===== src/rtl/spi_memory_responder.sv =====
// Serves core load/store requests from a 23LC512-style SPI RAM (mode 0, 16-bit address).
// One SPI frame per access: opcode, address, then 1/2/4 data bytes, little-endian.
module spi_memory_responder #(
  parameter int CLK_DIV = 1
) (
  input  logic        clk,
  input  logic        rst_n,
  input  logic        memory_read,
  input  logic        memory_write,
  input  logic [2:0]  option,
  input  logic [31:0] address,
  input  logic [31:0] write_data,
  output logic [31:0] read_data,
  output logic        memory_response,
  output logic        spi_cs_n,
  output logic        spi_sck,
  output logic        spi_mosi,
  input  logic        spi_miso
);

  localparam int DW = (CLK_DIV > 1) ? $clog2(CLK_DIV) : 1;
  localparam logic [DW-1:0] DIV_LAST = DW'(CLK_DIV - 1);

  typedef enum logic [1:0] {IDLE, SHIFT, DONE, GAP} state_t;

  state_t        state;
  logic [DW-1:0] div_cnt;
  logic [5:0]    bit_cnt;
  logic [5:0]    last_bit;
  logic [55:0]   tx_sr;
  logic [31:0]   rx_sr;
  logic [2:0]    opt_q;
  logic          is_read;

  logic          req;
  logic [7:0]    opcode;
  logic [55:0]   frame;
  logic [5:0]    frame_last;
  logic [31:0]   rd_value;
  logic          unused_addr_hi;

  assign unused_addr_hi = ^address[31:16];
  assign req    = memory_read | memory_write;
  assign opcode = memory_write ? 8'h02 : 8'h03;
  // Store bytes are pre-ordered so the whole frame shifts out MSB-first from one register.
  assign frame  = {opcode, address[15:0], write_data[7:0], write_data[15:8],
                   write_data[23:16], write_data[31:24]};

  always_comb begin
    frame_last = 6'd55;
    if (option[1:0] == 2'b00)      frame_last = 6'd31;
    else if (option[1:0] == 2'b01) frame_last = 6'd39;
  end

  // First received byte lands highest in rx_sr; reverse bytes to right-align little-endian.
  always_comb begin
    rd_value = {rx_sr[7:0], rx_sr[15:8], rx_sr[23:16], rx_sr[31:24]};
    case (opt_q[1:0])
      2'b00:   rd_value = {{24{~opt_q[2] & rx_sr[7]}}, rx_sr[7:0]};
      2'b01:   rd_value = {{16{~opt_q[2] & rx_sr[7]}}, rx_sr[7:0], rx_sr[15:8]};
      default: rd_value = {rx_sr[7:0], rx_sr[15:8], rx_sr[23:16], rx_sr[31:24]};
    endcase
  end

  always_ff @(posedge clk or negedge rst_n) begin
    if (!rst_n) begin
      state           <= IDLE;
      div_cnt         <= '0;
      bit_cnt         <= '0;
      last_bit        <= '0;
      tx_sr           <= '0;
      rx_sr           <= '0;
      opt_q           <= '0;
      is_read         <= 1'b0;
      read_data       <= '0;
      memory_response <= 1'b0;
      spi_cs_n        <= 1'b1;
      spi_sck         <= 1'b0;
      spi_mosi        <= 1'b0;
    end else begin
      memory_response <= 1'b0;
      case (state)
        IDLE: begin
          if (req) begin
            state    <= SHIFT;
            spi_cs_n <= 1'b0;
            spi_mosi <= frame[55];
            tx_sr    <= {frame[54:0], 1'b0};
            is_read  <= ~memory_write;
            opt_q    <= option;
            last_bit <= frame_last;
            bit_cnt  <= '0;
            div_cnt  <= '0;
          end
        end
        SHIFT: begin
          if (div_cnt != DIV_LAST) begin
            div_cnt <= div_cnt + 1'b1;
          end else begin
            div_cnt <= '0;
            if (!spi_sck) begin
              spi_sck <= 1'b1;
              rx_sr   <= {rx_sr[30:0], spi_miso};
            end else if (bit_cnt == last_bit) begin
              state           <= DONE;
              spi_sck         <= 1'b0;
              spi_cs_n        <= 1'b1;
              spi_mosi        <= 1'b0;
              memory_response <= 1'b1;
              if (is_read) read_data <= rd_value;
            end else begin
              spi_sck  <= 1'b0;
              spi_mosi <= tx_sr[55];
              tx_sr    <= {tx_sr[54:0], 1'b0};
              bit_cnt  <= bit_cnt + 6'd1;
            end
          end
        end
        DONE: state <= GAP;
        GAP:  state <= IDLE;
      endcase
    end
  end

endmodule

===== config.mk =====
export PLATFORM = sky130hd
export DESIGN_NAME = spi_memory_responder
export DESIGN_NICKNAME = d
export VERILOG_FILES = /design/src/rtl/spi_memory_responder.sv
export SDC_FILE = /design/constraint.sdc
export NUM_CORES = 1
export LEC_CHECK = 0
export BUFFER_PORTS_ARGS = -buffer_cell sky130_fd_sc_hd__buf_4
export CAP_MARGIN = 40
export CORE_AREA = 2 2 136 125
export DETAILED_ROUTE_END_ITERATION = 6
export DIE_AREA = 0 0 138 127
export PLACE_DENSITY = 0.58
export SLEW_MARGIN = 20
export SYNTH_ARGS = -nofsm -noshare
export SYNTH_HDL_FRONTEND = slang
export SYNTH_SLANG_ARGS = --single-unit

===== constraint.sdc =====
create_clock -name clk -period 2.75 [get_ports clk]
set_input_delay 0 -clock clk [delete_from_list [all_inputs] [get_ports clk]]
set_output_delay 0 -clock clk [all_outputs]
set_load 0.01 [all_outputs]

-- Word-level counts from Yosys, hierarchy flattened
Cells that the tools add are included.
- bits in registers: 143
- input port bits: 72
- add/sub/neg operators: 2
- equality and inequality tests: 11
- multiplexer cells: 36
- bitwise gates (word level): 6
- reduce and logical (&&, ||, !) cells: 13
- operator list (kind ; number):
    56-bit two-way mux ; 4
    56-bit one-hot mux with 2 select lines ; 1
    32-bit one-hot mux with 2 select lines ; 1
    6-bit two-way mux ; 5
    1-bit two-way mux ; 15
    5-bit AND reduction ; 3
    6-bit one-hot mux with 2 select lines ; 1
    2-bit inequality test, second input constant ; 5
    2-bit two-way mux ; 4
    2-bit one-hot mux with 4 select lines ; 1
    4-bit AND reduction ; 2
    6-bit by 1-bit adder with 6-bit output, second input constant ; 1
    2-bit by 1-bit equality test with 1-bit output, second input constant ; 3
    6-bit equality test ; 1
    2-bit zero test ; 3
    1-bit one-hot mux with 2 select lines ; 3
    2-bit AND reduction ; 3
    5-bit two-way mux ; 1
    2-bit equality test, second input constant ; 2
    1-bit inverter ; 4
    3-bit AND reduction ; 1
    2-bit nonzero test ; 1
    1-bit adder, second input constant ; 1
    1-bit bitwise AND ; 1
    1-bit bitwise OR ; 1

-- Depth between registers and ports, before layout
Gate-level depths: netlist of the first run.
- word-level depth: 5
- mapped depth: 10
- gate-level depth less buffers: 6

-- Worst setup path before layout of the first run
No wires, ideal clock.
- path type: flip-flop to flip-flop
- start: register state[0]
- end: register tx_sr[39]
- arrival time: 2.276 ns
- slack: 0.347 ns
- cell stages (with the launch flop): 10
- period minus slack after synthesis: 2.403 ns
- cell sequence: dfrtp_1 ha_1 clkbuf_1 nand2b_1 clkbuf_1 o211ai_1 a21oi_1 buf_2 buf_6 mux2_1
- cells in the longest elaborated chain, start to end: 3
- elaborated cells on any way between the ends: 9
- ends and longest elaborated chain (what ; line ; text):
    start: declaration ; 26 ; state_t state;
    start signal: assignment ; 67 ; state <= IDLE;
    start signal: assignment ; 85 ; state <= SHIFT;
    start signal: assignment ; 105 ; state <= DONE;
    2-bit by 1-bit equality test with 1-bit output or 2-bit zero test (tied branches) ; 82 ; case (state)
    2-bit inequality test (no source line) or 2-bit nonzero test (tied branches) ; n/a ;
    5-bit AND reduction (no source line) ; n/a ;
    end signal: assignment ; 88 ; tx_sr <= {frame[54:0], 1'b0};
    end signal: assignment ; 114 ; tx_sr <= {tx_sr[54:0], 1'b0};
    end: declaration ; 30 ; logic [55:0] tx_sr;
Several ways; a longest one is shown, not always the timed one.
A chain may end at the register's enable or synchronous reset.

-- Worst setup path after layout of the first run
- start: register bit_cnt[2]
- end: register tx_sr[39]
- cells in the longest elaborated chain, start to end: 3
- ends and longest elaborated chain (what ; line ; text):
    start: declaration ; 28 ; logic [5:0] bit_cnt;
    start signal: assignment ; 115 ; bit_cnt <= bit_cnt + 6'd1;
    6-bit equality test ; 104 ; end else if (bit_cnt == last_bit) begin
    2-bit inequality test (no source line) ; n/a ;
    5-bit AND reduction (no source line) ; n/a ;
No other way between the ends.

==> out/results.md, run 1 <==
| Group | Item | Reported |
|---|---|---|
| final layout | Area growth from synthesis to final layout | 33.17% |
| floorplanning | Row cnt | 44 |
| timing | Period minus WS final | 2.592 ns |
| final layout | Final Net Count | 774 |
| floorplanning | Die area | 17530 sq um |
| clock network | Worst-case clock buffer depth | 2 |
| critical path | Critical path arrival | 2.89 ns |
| power and ir drop | Internal power | 5.768 mW |
| global routing | GR Util All Layers | 16.94% |
| power and ir drop | Switching power summed over all nets | 2.682 mW |
| critical path | Data required time of the worst path | 3.05 ns |
| route | Overall via count from detail_route | 4568 |
| critical path | Reg-to-reg critical path startpoint | bit_cnt[2] |
| timing | Fraction of the cycle the final worst path needs | 94.26% |
| timing | Setup repair after global routing missed its margin | false |
| timing | Upper clock frequency limit | 0.3858 GHz |
| logic synthesis | Synthesized area divided by synthesized cell count | 11.67 sq um |
| worst hold path | WHS Path Cells | 4 |
| global routing | Initial antenna violation count | 0 |
| power and ir drop | Clk network pwr share | 27.5% |
| timing | Final Max Slew Viols | 0 |
| logic synthesis | FFs w/ async S/R, synth | 100.0% |
| global routing | Wire length of the first global-routing pass | 23.80 mm |
| logic synthesis | Flops & latches, synth | 139 |
| power and ir drop | Largest vdd supply drop | 0.5492 mV |
| clock network | TritonCTS clock tree | done |
| placed design | Buffers on Ports | 91 |
| floorplanning | Die outline height | 127 um |
| worst hold path | Hold worst-path end | rx_sr[0] |
| final layout | Layout cell share with drive strength beyond 1 | 35.63% |
| placed design | Weighted congestion at the end of routability-driven global placement | 0.7586 |
| critical path | Ordered cell list for the critical path | or4_4 -> a2111oi_4 -> a21oi_4 -> buf_12 -> mux2_1 |
| route | First DRT Iteration DRCs | 283 |
| critical path | Register-to-Register Path Depth | 5 |
| final layout | Filler-free cell count of the finished design | 917 |
| critical path | Nature of the critical path endpoint | register |
| floorplanning | Area inside the core boundary | 15970 sq um |
| global routing | Pin count of the biggest net entering global routing | 83 |
| route | Total DRC errors in the routed layout | 0 |
| critical path | Setup slack of the most critical reg-to-reg path | 0.16 ns |
| route | First-pass DRT Iterations | 4 |
| power and ir drop | Power Dens Cells | 983.2 nW/um^2 |
| job | MaxCap Viol Count | 0 |
| clock network | TritonCTS Sinks | 139 |
| worst hold path | Hold WC Path Type | in -> reg |
| timing | Worst Max-Slew Pin Slew | 0.6545 ns |
| clock network | Count of buffers added by post-CTS timing repair for setup | 0 |
| route | Remaining number of nets flagged by the antenna check after routing | 0 |
| timing | Normalized max-slew margin | 56.27% |
| power and ir drop | Logic pwr share | 36.1% |
| power and ir drop | Relative contribution of sequential cells to total power | 36.3% |
| clock network | Worst-Skew Late Latency | 0.42 ns |
| power and ir drop | Leak pwr | 4.175 nW |
| floorplanning | Starting density of the core | 40.42% |
| logic synthesis | Top_reg_cell synth | dfrtp_1 |
| logic synthesis | Number of distinct library cells after synthesis | 37 |
| timing | TNS Setup | 0 ns |
| power and ir drop | Total power | 8.450 mW |
| logic synthesis | Syn_nets | 629 |
| clock network | Maximum level of the CTS H-tree | 4 |
| power and ir drop | Switching share of power | 31.74% |
| critical path | Max FO, Critical Path | 31 |
| logic synthesis | Yosys Warn Count | 0 |
| final layout | Filler Cells Inserted | 1404 |
| placed design | Cell Count Post-Placement | 829 |
| clock network | Clock slew at the register clock pins of the worst setup and hold paths | 0.06 ns |
| logic synthesis | Synthesized instance count | 553 |
| placed design | Final HPWL DP | 8.814 mm |
| status | Outcome | complete, no violations |
| timing | Final Hold Fails | 0 |
| critical path | Peak per-stage delay on the critical path | 0.59 ns |
| final layout | Ant. Diodes | 0 |
| timing | Worst clock skew | 0.008343 ns |
| logic synthesis | Post-synthesis sequential area ratio | 53.92% |
| floorplanning | Chip width | 138 um |
| timing | Number of failing setup endpoints in the final timing report | 0 |
| route | Mean routed wirelength per cell | 15.18 um |
| critical path | Reg-to-reg endpoint | tx_sr[39] |
| critical path | WS Path Type | reg -> reg |
| route | Via/cell ratio | 4.981 |
| critical path | Setup crit start kind | register |
| clock network | Clock buffer count from CTS | 17 |
| global routing | Remaining global-route overflow | 0 |
| floorplanning | Total I/O pin count | 108 |
| route | Final WL | 13.92 mm |
| logic synthesis | Post-synthesis instance area | 6454 sq um |
| logic synthesis | Number of enable-type register cells in the synthesized netlist | 0 |
| critical path | Cell with the biggest individual delay on the critical path | a2111oi_4 |
| global routing | Via count of the first global-routing pass | 4689 |
| worst hold path | Origin of the worst min-delay path | spi_miso |
| clock network | Clock root buffer | clkbuf_16 |
power by group through the flow:
stage                     Combinational, mW  Sequential (mW)  Clock, mW
after global routing                   3.36             3.15       2.50
after global placement                 2.90             3.06          0
after CTS                              3.08             3.06       2.38
after floorplan                        2.44             2.91          0
final                                  3.05             3.07       2.33
after detailed placement               2.99             3.09          0
cell usage in the layout, fill, tap and decap left out, types with 11 or more instances in the layout:
master and n:
dfrtp_1 138, nand2_1 111, buf_4 102, mux2_2 95, dlygate4sd3_1 56, mux2i_1 28, inv_1 22, a21oi_1 19
o21ai_0 18, clkbuf_16 17, mux2_1 11
flip-flops by register name, summed over array words and instances (netlist names):
register         cells
memory_response      1
tx_sr               55
spi_mosi             1
bit_cnt              6
read_data           32
state                2
spi_sck              1
rx_sr               32
opt_q                3
is_read              1
last_bit             4
spi_cs_n             1
layout make-up:
type                            instances  area [sq um]  area share, %
Multi-Input combinational cell        355          2749          31.98
Sequential cell                       139          3480          40.49
Inverter                               22         82.58         0.9608
Clock buffer                           19         452.9          5.270
Timing Repair Buffer                  163          1425          16.58
Clock inverter                         12         146.4          1.703
Tap cell                              207         259.0          3.014
cells in the mapped netlist (all sizes together) (2+ instances only):
| cell | instances | share of area [%] |
|---|---|---|
| dfrtp | 138 | 54 |
| mux2 | 115 | 21 |
| nand2 | 111 | 6.5 |
| clkbuf | 31 | 1.8 |
| mux2i | 28 | 4.3 |
| inv | 22 | 1.3 |
| a21oi | 20 | 1.6 |
| o21ai | 19 | 1.5 |
| a221o | 8 | 1.2 |
| a22o | 8 | 1.1 |
| buf | 6 | 0.66 |
| a211oi | 4 | 0.47 |
| ha | 4 | 0.78 |
| nor2b | 4 | 0.39 |
| or2 | 4 | 0.39 |
| xor2 | 4 | 0.54 |
| nand2b | 3 | 0.29 |
| nor2 | 3 | 0.17 |
| a2111oi | 2 | 0.56 |
| a21o | 2 | 0.23 |
| and3 | 2 | 0.19 |
| nand3 | 2 | 0.16 |
| nand4 | 2 | 0.19 |
| nor3 | 2 | 0.16 |
| nor3b | 2 | 0.23 |
how the worst max path moves through the flow:
stage,to,slack [ns],start,cells past startpoint
detailed placement,tx_sr[47],0.15,bit_cnt[2],5
finish,tx_sr[39],0.16,bit_cnt[2],5
floorplan,tx_sr[39],0.35,state[0],9
CTS,tx_sr[39],0.15,bit_cnt[2],5
global placement,tx_sr[39],0.19,bit_cnt[2],5
global route,tx_sr[39],0.04,bit_cnt[2],5
routing by layer:
layer,routed length (um),up-vias,track usage [%]
met3,618,23,5.435
li1,-,2196,-
met5,0,-,0
met4,281,0,6.663
met2,6558,107,25.98
met1,6463,2242,22.54
logic make-up after synthesis:
family / after synthesis / synth area share (%)
compound gates: 65 / 6.863
xor+xnor: 4 / 0.5428
mux: 143 / 24.93
flops: 139 / 53.92
simple gates: 139 / 9.228
fa+ha+maj: 4 / 0.7755
buf+inv: 59 / 3.742
repair_timing:
item	CTS	global route
gates resized for setup	0	0
hold buffers	55	1
endpoints found under the hold margin	138	18
setup endpoints to repair	0	0
critical path, delay by kind of cell (launching register included):
family / cells / cell delay, ns
AO/OA/AOI/OAI: 2 / 0.88
AND/OR/NAND/NOR: 1 / 0.56
flip-flops: 1 / 0.42
multiplexers: 1 / 0.33
buffers and inverters: 1 / 0.26
stage by stage:
step	hold WS, ns	area (sq um)	worst slack (ns)	utilization [%]
final	0.3532	8594	0.1580	53.83
after global routing	0.3464	8594	0.04103	53.83
after CTS	0.2305	8557	0.1526	53.60
after detailed placement	0.1150	7407	0.1514	46.39
after global placement	0.1065	7407	0.1933	46.39
after floorplan	-0.2956	6454	0.3465	-
(Power assumes the default switching activity.)
==> run 2: changes to the inputs <==
--- a/config.mk
+++ b/config.mk
@@ -12,4 +12,5 @@
 export DIE_AREA = 0 0 138 127
 export PLACE_DENSITY = 0.58
+export REMOVE_ABC_BUFFERS = 1
 export SLEW_MARGIN = 20
 export SYNTH_ARGS = -nofsm -noshare
==> constraint.sdc (replaced) <==
create_clock -name clk -period 2.75 [get_ports clk]
set_input_delay 0 -clock clk [delete_from_list [all_inputs] [get_ports clk]]
set_output_delay 0 -clock clk [all_outputs]
set_load 0.05 [all_outputs]
==> out/results.md, run 2 (same netlist as run 1, synthesis figures left out) <==
| Group | Item | Reported | vs previous |
|---|---|---|---|
| final layout | Leading cell type in the layout, fill and taps excluded | dfrtp_1 |  |
| critical path | Max FO, Critical Path | 32 | +3.2% |
| final layout | Filler-free cell count of the finished design | 914 | -0.33% |
| final layout | Area growth from synthesis to final layout | 31.52% |  |
| floorplanning | Row cnt | 44 | unchanged |
| power and ir drop | Leak pwr | 4.114 nW | -1.5% |
| final layout | Register with the most flip-flops | tx_sr |  |
| global routing | Via count of the first global-routing pass | 4672 | -0.36% |
| timing | Final Max Slew Viols | 0 | unchanged |
| timing | Setup repair after global routing missed its margin | false |  |
| global routing | Global-route met2 utilization | 26.24% | +0.26 points |
| status | Outcome | complete, no violations |  |
| critical path | Nature of the critical path endpoint | register |  |
| global routing | Met3 Resource Use GR | 5.472% | +0.037 points |
| placed design | Weighted congestion at the end of routability-driven global placement | 0.7218 | -4.9% |
| global routing | Busiest layer in global routing | met2 |  |
| clock network | Clock buffer count from CTS | 17 | unchanged |
| timing | Fraction of the cycle the final worst path needs | 90.07% | -4.2 points |
| timing | Worst clock skew | 0.005411 ns | -0.002933 ns |
| global routing | Pin count of the biggest net entering global routing | 84 | +1.2% |
| floorplanning | Area inside the core boundary | 15970 sq um | unchanged |
| route | Via/cell ratio | 4.933 | -0.97% |
| final layout | Leading cell types in the layout, fill and taps excluded | dfrtp_1 (138), nand2_1 (111), buf_4 (100) |  |
| floorplanning | Total I/O pin count | 108 | unchanged |
| critical path | WS Path Type | reg -> reg |  |
| route | First DRT Iteration DRCs | 185 | -35% |
| global routing | Remaining global-route overflow | 0 | unchanged |
| timing | Period minus WS final | 2.477 ns | -0.1152 ns |
| floorplanning | Die outline height | 127 um | unchanged |
| route | Final WL | 13.47 mm | -3.2% |
| global routing | Wire length of the first global-routing pass | 23.39 mm | -1.7% |
| final layout | Max reg flops | 55 | unchanged |
| critical path | Critical path arrival | 2.78 ns | -0.11 ns |
| route | Overall via count from detail_route | 4509 | -1.3% |
| power and ir drop | Total power | 8.175 mW | -3.3% |
| critical path | Setup crit start kind | register |  |
| final layout | Ant. Diodes | 0 | unchanged |
| timing | Final Hold Fails | 0 | unchanged |
| clock network | Count of buffers added by post-CTS timing repair for setup | 0 | unchanged |
| power and ir drop | Power Dens Cells | 963.1 nW/um^2 | -2.0% |
| placed design | Buffers on Ports | 91 | unchanged |
| placed design | Cell Count Post-Placement | 826 | -0.36% |
| route | Total DRC errors in the routed layout | 0 | unchanged |
| job | MaxCap Viol Count | 0 | unchanged |
| final layout | Filler Cells Inserted | 1407 | +0.21% |
| worst hold path | Hold WC Path Type | in -> reg |  |
| timing | Normalized max-slew margin | 56.97% | +0.70 points |
| final layout | Registers with the most flip-flops | tx_sr: 55 flops, read_data: 32 flops, rx_sr: 32 flops |  |
| route | First-pass DRT Iterations | 4 | unchanged |
| global routing | GR Util All Layers | 16.55% | -0.39 points |
| power and ir drop | Largest vdd supply drop | 0.6162 mV | +12% |
| clock network | Maximum level of the CTS H-tree | 4 | unchanged |
| timing | Upper clock frequency limit | 0.4037 GHz | +4.7% |
| final layout | Final Net Count | 770 | -0.52% |
| clock network | TritonCTS clock tree | done |  |
| placed design | Final HPWL DP | 8.503 mm | -3.5% |
| final layout | Final Core Density | 53.17% | -0.67 points |
| global routing | Met1 Use GR | 21.57% | -0.96 points |
| clock network | Clock slew at the register clock pins of the worst setup and hold paths | 0.06 ns | about the same |
| clock network | TritonCTS Sinks | 139 | unchanged |
| critical path | Data required time of the worst path | 3.05 ns | about the same |
| timing | Worst Max-Slew Pin Slew | 0.6454 ns | -0.009111 ns |
| route | Remaining number of nets flagged by the antenna check after routing | 0 | unchanged |
| timing | Number of failing setup endpoints in the final timing report | 0 | unchanged |
| final layout | Layout cell share with drive strength beyond 1 | 34.65% | -0.98 points |
| floorplanning | Die area | 17530 sq um | unchanged |
| clock network | Worst-case clock buffer depth | 2 | unchanged |
| timing | TNS Setup | 0 ns | unchanged |
| floorplanning | Starting density of the core | 40.42% | unchanged |
| clock network | Worst-Skew Late Latency | 0.42 ns | about the same |
| floorplanning | Chip width | 138 um | unchanged |
| route | Mean routed wirelength per cell | 14.74 um | -2.9% |
| global routing | Initial antenna violation count | 0 | unchanged |
| clock network | Clock root buffer | clkbuf_16 |  |
[run 2: final cells by class]
type / instances / area [sq um] / share of cell area (%)
Sequential cell: 139 / 3480 / 40.99
Multi-Input combinational cell: 355 / 2754 / 32.44
Timing Repair Buffer: 159 / 1380 / 16.26
Clock buffer: 25 / 465.4 / 5.483
Tap cell: 207 / 259.0 / 3.051
Inverter: 22 / 82.58 / 0.9729
Clock inverter: 7 / 67.56 / 0.7960
[run 2: worst paths after layout]
check	from	end	slack, ns	depth (start not counted)
max	bit_cnt[2]	read_data[2]	0.27	6
min	memory_read	last_bit[2]	0.02	3
max reg2reg	bit_cnt[2]	read_data[2]	0.27	6
min reg2reg	rx_sr[31]	rx_sr[31]	0.48	2
max in group asynchronous	rst_n	spi_cs_n	1.33	5
min in group asynchronous	rst_n	read_data[22]	0.47	3
[run 2: power breakdown]
part / leakage, nW / total [mW] / internal (mW) / switching, mW
Sequential: 1.79 / 3.05 / 2.63 / 0.420
Combinational: 2.07 / 3.02 / 1.63 / 1.39
Clock: 0.251 / 2.10 / 1.26 / 0.835
Total: 4.11 / 8.17 / 5.53 / 2.65
[run 2: routing by layer]
layer | part of all wire (%) | wire length (um)
met2 | 47 | 6363
met3 | 4.7 | 635
met1 | 47 | 6301
met4 | 1.3 | 171
met5 | 0 | 0
[run 2: worst max-delay path, stage by stage, from the launching register on]
cell and delay (ns):
dfrtp_1 0.43, or4_4 0.56, a2111oi_4 0.34, buf_4 0.26
nand4_1 0.12, buf_4 0.29, mux2_2 0.33
[run 2: per-stage QoR]
step / instance area [sq um] / setup WS [ns] / hold WS, ns
floorplan: 6295 / -3.277 / -0.2956
global placement: 7377 / 0.3253 / 0.1007
detailed placement: 7377 / 0.2803 / 0.1083
CTS: 8451 / 0.2725 / 0.0006364
global route: 8488 / 0.1745 / 0.03531
finish: 8488 / 0.2732 / 0.01888
[run 2: timing repair]
action                    CTS  global route
resized for setup           0             0
hold endpoints to repair  139             4
hold buffers               54             1
==> run 3: changes to the inputs <==
- ABC_AREA: not set -> 1
==> out/results.md, run 3 <==
| Group | Item | Reported | vs previous |
|---|---|---|---|
| status | Outcome | complete, no violations |  |
| final layout | Area growth from synthesis to final layout | 31.00% |  |
| critical path | Setup slack of the most critical reg-to-reg path | 0.63 ns | +0.35 ns |
| logic synthesis | Synth top cells by count | nand2_1 (212), dfrtp_1 (138), o21ai_0 (61) |  |
| timing | Final Worst Setup Slack | 0.6256 ns | +0.3524 ns |
| final layout | Final Net Count | 908 | +18% |
| critical path | Setup crit start kind | register |  |
| logic synthesis | Flops & latches, synth | 139 | unchanged |
| route | Mean routed wirelength per cell | 13.25 um | -10% |
| final layout | Leading cell types in the layout, fill and taps excluded | nand2_1 (212), dfrtp_1 (138), buf_4 (97) |  |
| floorplanning | Total I/O pin count | 108 | unchanged |
| logic synthesis | Top-area cell type share of the netlist area | 53.24% | -0.27 points |
| clock network | Clock root buffer | clkbuf_16 |  |
| final layout | Ant. Diodes | 0 | unchanged |
| timing | Period minus WS final | 2.124 ns | -0.3524 ns |
| final layout | Max reg flops | 55 | unchanged |
| clock network | Post-cts resize count | 0 | unchanged |
| route | Total DRC errors in the routed layout | 0 | unchanged |
| logic synthesis | Number of enable-type register cells in the synthesized netlist | 0 | unchanged |
| final layout | Final Core Density | 53.22% | +0.055 points |
| final layout | Filler Cells Inserted | 1453 | +3.3% |
| critical path | First element of the critical path | state[1] |  |
| clock network | Worst-Skew Late Latency | 0.42 ns | about the same |
| power and ir drop | Total power | 8.499 mW | +4.0% |
| clock network | Clock buffer count from CTS | 17 | unchanged |
| timing | Worst clock skew | 0.008538 ns | +0.003127 ns |
| logic synthesis | Cell type contributing the most total cell area after synthesis | dfrtp_1 |  |
| route | Overall via count from detail_route | 5049 | +12% |
| floorplanning | Row cnt | 44 | unchanged |
| global routing | GR Util All Layers | 17.04% | +0.48 points |
| placed design | Placement-stage cell area | 7330 sq um | -0.64% |
| placed design | Cell Count Post-Placement | 966 | +17% |
| floorplanning | Area inside the core boundary | 15970 sq um | unchanged |
| critical path | Reg-to-reg critical path startpoint | state[1] |  |
| logic synthesis | FFs w/ async S/R, synth | 100.0% | unchanged |
| route | First-pass DRT Iterations | 4 | unchanged |
| logic synthesis | Post-synthesis instance area | 6486 sq um | +0.50% |
| timing | Number of failing setup endpoints in the final timing report | 0 | unchanged |
| final layout | Layout cell share with drive strength beyond 1 | 21.66% | -13 points |
| logic synthesis | Synthesized area divided by synthesized cell count | 9.306 sq um | -20% |
| timing | Final Hold Fails | 0 | unchanged |
| worst hold path | Hold WC Path Type | in -> reg |  |
| floorplanning | Die outline height | 127 um | unchanged |
| global routing | Via count of the first global-routing pass | 5121 | +9.6% |
| placed design | Final HPWL DP | 9.092 mm | +6.9% |
| timing | Fraction of the cycle the final worst path needs | 77.25% | -13 points |
| logic synthesis | Most instantiated library cell after synthesis | nand2_1 |  |
| global routing | Remaining global-route overflow | 0 | unchanged |
| timing | Worst Max-Slew Pin Slew | 0.8565 ns | +0.2111 ns |
| route | First DRT Iteration DRCs | 309 | +67% |
| route | Remaining number of nets flagged by the antenna check after routing | 0 | unchanged |
| placed design | Worst slack, placed | 0.5966 ns | +0.3163 ns |
| job | MaxCap Viol Count | 0 | unchanged |
| final layout | Leading cell type in the layout, fill and taps excluded | nand2_1 |  |
| power and ir drop | Leak pwr | 4.100 nW | -0.34% |
| route | Via/cell ratio | 4.799 | -2.7% |
| floorplanning | Die area | 17530 sq um | unchanged |
| final layout | Registers with the most flip-flops | tx_sr: 55 flops, read_data: 32 flops, rx_sr: 32 flops |  |
| critical path | WS Path Type | reg -> reg |  |
| clock network | Maximum level of the CTS H-tree | 4 | unchanged |
| timing | Setup repair after global routing missed its margin | false |  |
| power and ir drop | Largest vdd supply drop | 0.5310 mV | -14% |
| worst hold path | Origin of the worst min-delay path | memory_read |  |
| global routing | Initial antenna violation count | 0 | unchanged |
| final layout | Post-route cell area | 8497 sq um | +0.10% |
| critical path | Data required time of the worst path | 3.10 ns | +0.05 ns |
| timing | Normalized max-slew margin | 42.90% | -14 points |
| global routing | Wire length of the first global-routing pass | 24.55 mm | +5.0% |
| logic synthesis | Number of distinct library cells after synthesis | 35 | -5.4% |
| critical path | Nature of the critical path endpoint | register |  |
| critical path | Critical path arrival | 2.47 ns | -0.31 ns |
| placed design | Buffers on Ports | 91 | unchanged |
| clock network | TritonCTS clock tree | done |  |
| final layout | Filler-free cell count of the finished design | 1052 | +15% |
| clock network | Worst-case clock buffer depth | 2 | unchanged |
| power and ir drop | Power Dens Cells | 1000 nW/um^2 | +3.9% |
| route | Final WL | 13.94 mm | +3.5% |
| critical path | Max FO, Critical Path | 52 | +63% |
| floorplanning | Starting density of the core | 40.63% | +0.20 points |
| final layout | Register with the most flip-flops | tx_sr |  |
| logic synthesis | Yosys Warn Count | 0 | unchanged |
| timing | Final Max Slew Viols | 0 | unchanged |
| clock network | TritonCTS Sinks | 139 | unchanged |
| logic synthesis | Post-synthesis sequential area ratio | 53.65% | -0.27 points |
| clock network | Clock slew at the register clock pins of the worst setup and hold paths | 0.06 ns | about the same |
| floorplanning | Chip width | 138 um | unchanged |
| placed design | Weighted congestion at the end of routability-driven global placement | 0.7790 | +7.9% |
| timing | Upper clock frequency limit | 0.4707 GHz | +17% |
| logic synthesis | Synthesized instance count | 697 | +26% |
| global routing | Pin count of the biggest net entering global routing | 63 | -25% |
| logic synthesis | Leading cell types by total area after synthesis | dfrtp_1 (53%), nand2_1 (12%), mux2i_1 (7.3%) |  |
| logic synthesis | Top_reg_cell synth | dfrtp_1 |  |
==> run 3: layer usage <==
| layer | routed length, um | global-route usage [%] |
|---|---|---|
| met5 | 0 | 0 |
| met4 | 103 | 4.682 |
| met3 | 735 | 5.660 |
| met2 | 6300 | 27.02 |
| met1 | 6805 | 22.61 |
==> run 3: final cells by class <==
cell class	instances	area [sq um]	share of cell area, %
inverter	55	214.0	2.518
clock buffer	20	456.7	5.375
tap	207	259.0	3.048
timing repair buffer	155	1348	15.86
multi-input combinational	464	2570	30.25
clock inverter	12	170.2	2.003
sequential	139	3480	40.95
==> run 3: path summary, 6_finish.rpt <==
kind / end / cells after the start
min reg2reg: tx_sr[53] / 2
min: last_bit[2] / 5
max in group asynchronous: tx_sr[15] / 4
min in group asynchronous: read_data[3] / 2
max: tx_sr[55] / 7
max reg2reg: tx_sr[55] / 7
==> run 3: repair_timing <==
action                    CTS  global route
hold endpoints to repair  112             0
hold buffers               54             0
setup buffers               0             0
==> run 3: logic make-up after synthesis <==
kind of cell,share of synthesized area [%]
buffers and inverters,6.925
adders and majority gates,0.7716
AOI/OAI and AO/OA,12.98
muxes,7.253
DFF,53.65
and+or+nand+nor,18.15
xor gates and xnor gates,0.2701
==> run 3: power by group <==
| part | switching (mW) | internal, mW | leakage (nW) |
|---|---|---|---|
| clock network | 0.864 | 1.56 | 0.298 |
| logic | 1.91 | 1.15 | 1.98 |
| registers | 0.387 | 2.62 | 1.82 |
| total | 3.16 | 5.34 | 4.10 |
==> run 3: critical path, stage by stage (launching register included) <==
cell	delay, ns
dfrtp_1	0.40
inv_1	0.13
ha_4	0.18
buf_4	0.66
nand2_1	0.30
nor2_4	0.25
nand2_1	0.07
nand2_1	0.06
==> run 3: stage by stage <==
| stage | setup TNS, ns | hold slack, ns |
|---|---|---|
| 2_1_floorplan | -141.03 | -0.2956 |
| 3_3_place_gp | 0 | 0.2054 |
| 3_5_place_dp | 0 | 0.007557 |
| 4_1_cts | 0 | 0.06852 |
| 5_1_grt | 0 | 0.1148 |
| 6_report | 0 | 0.07936 |
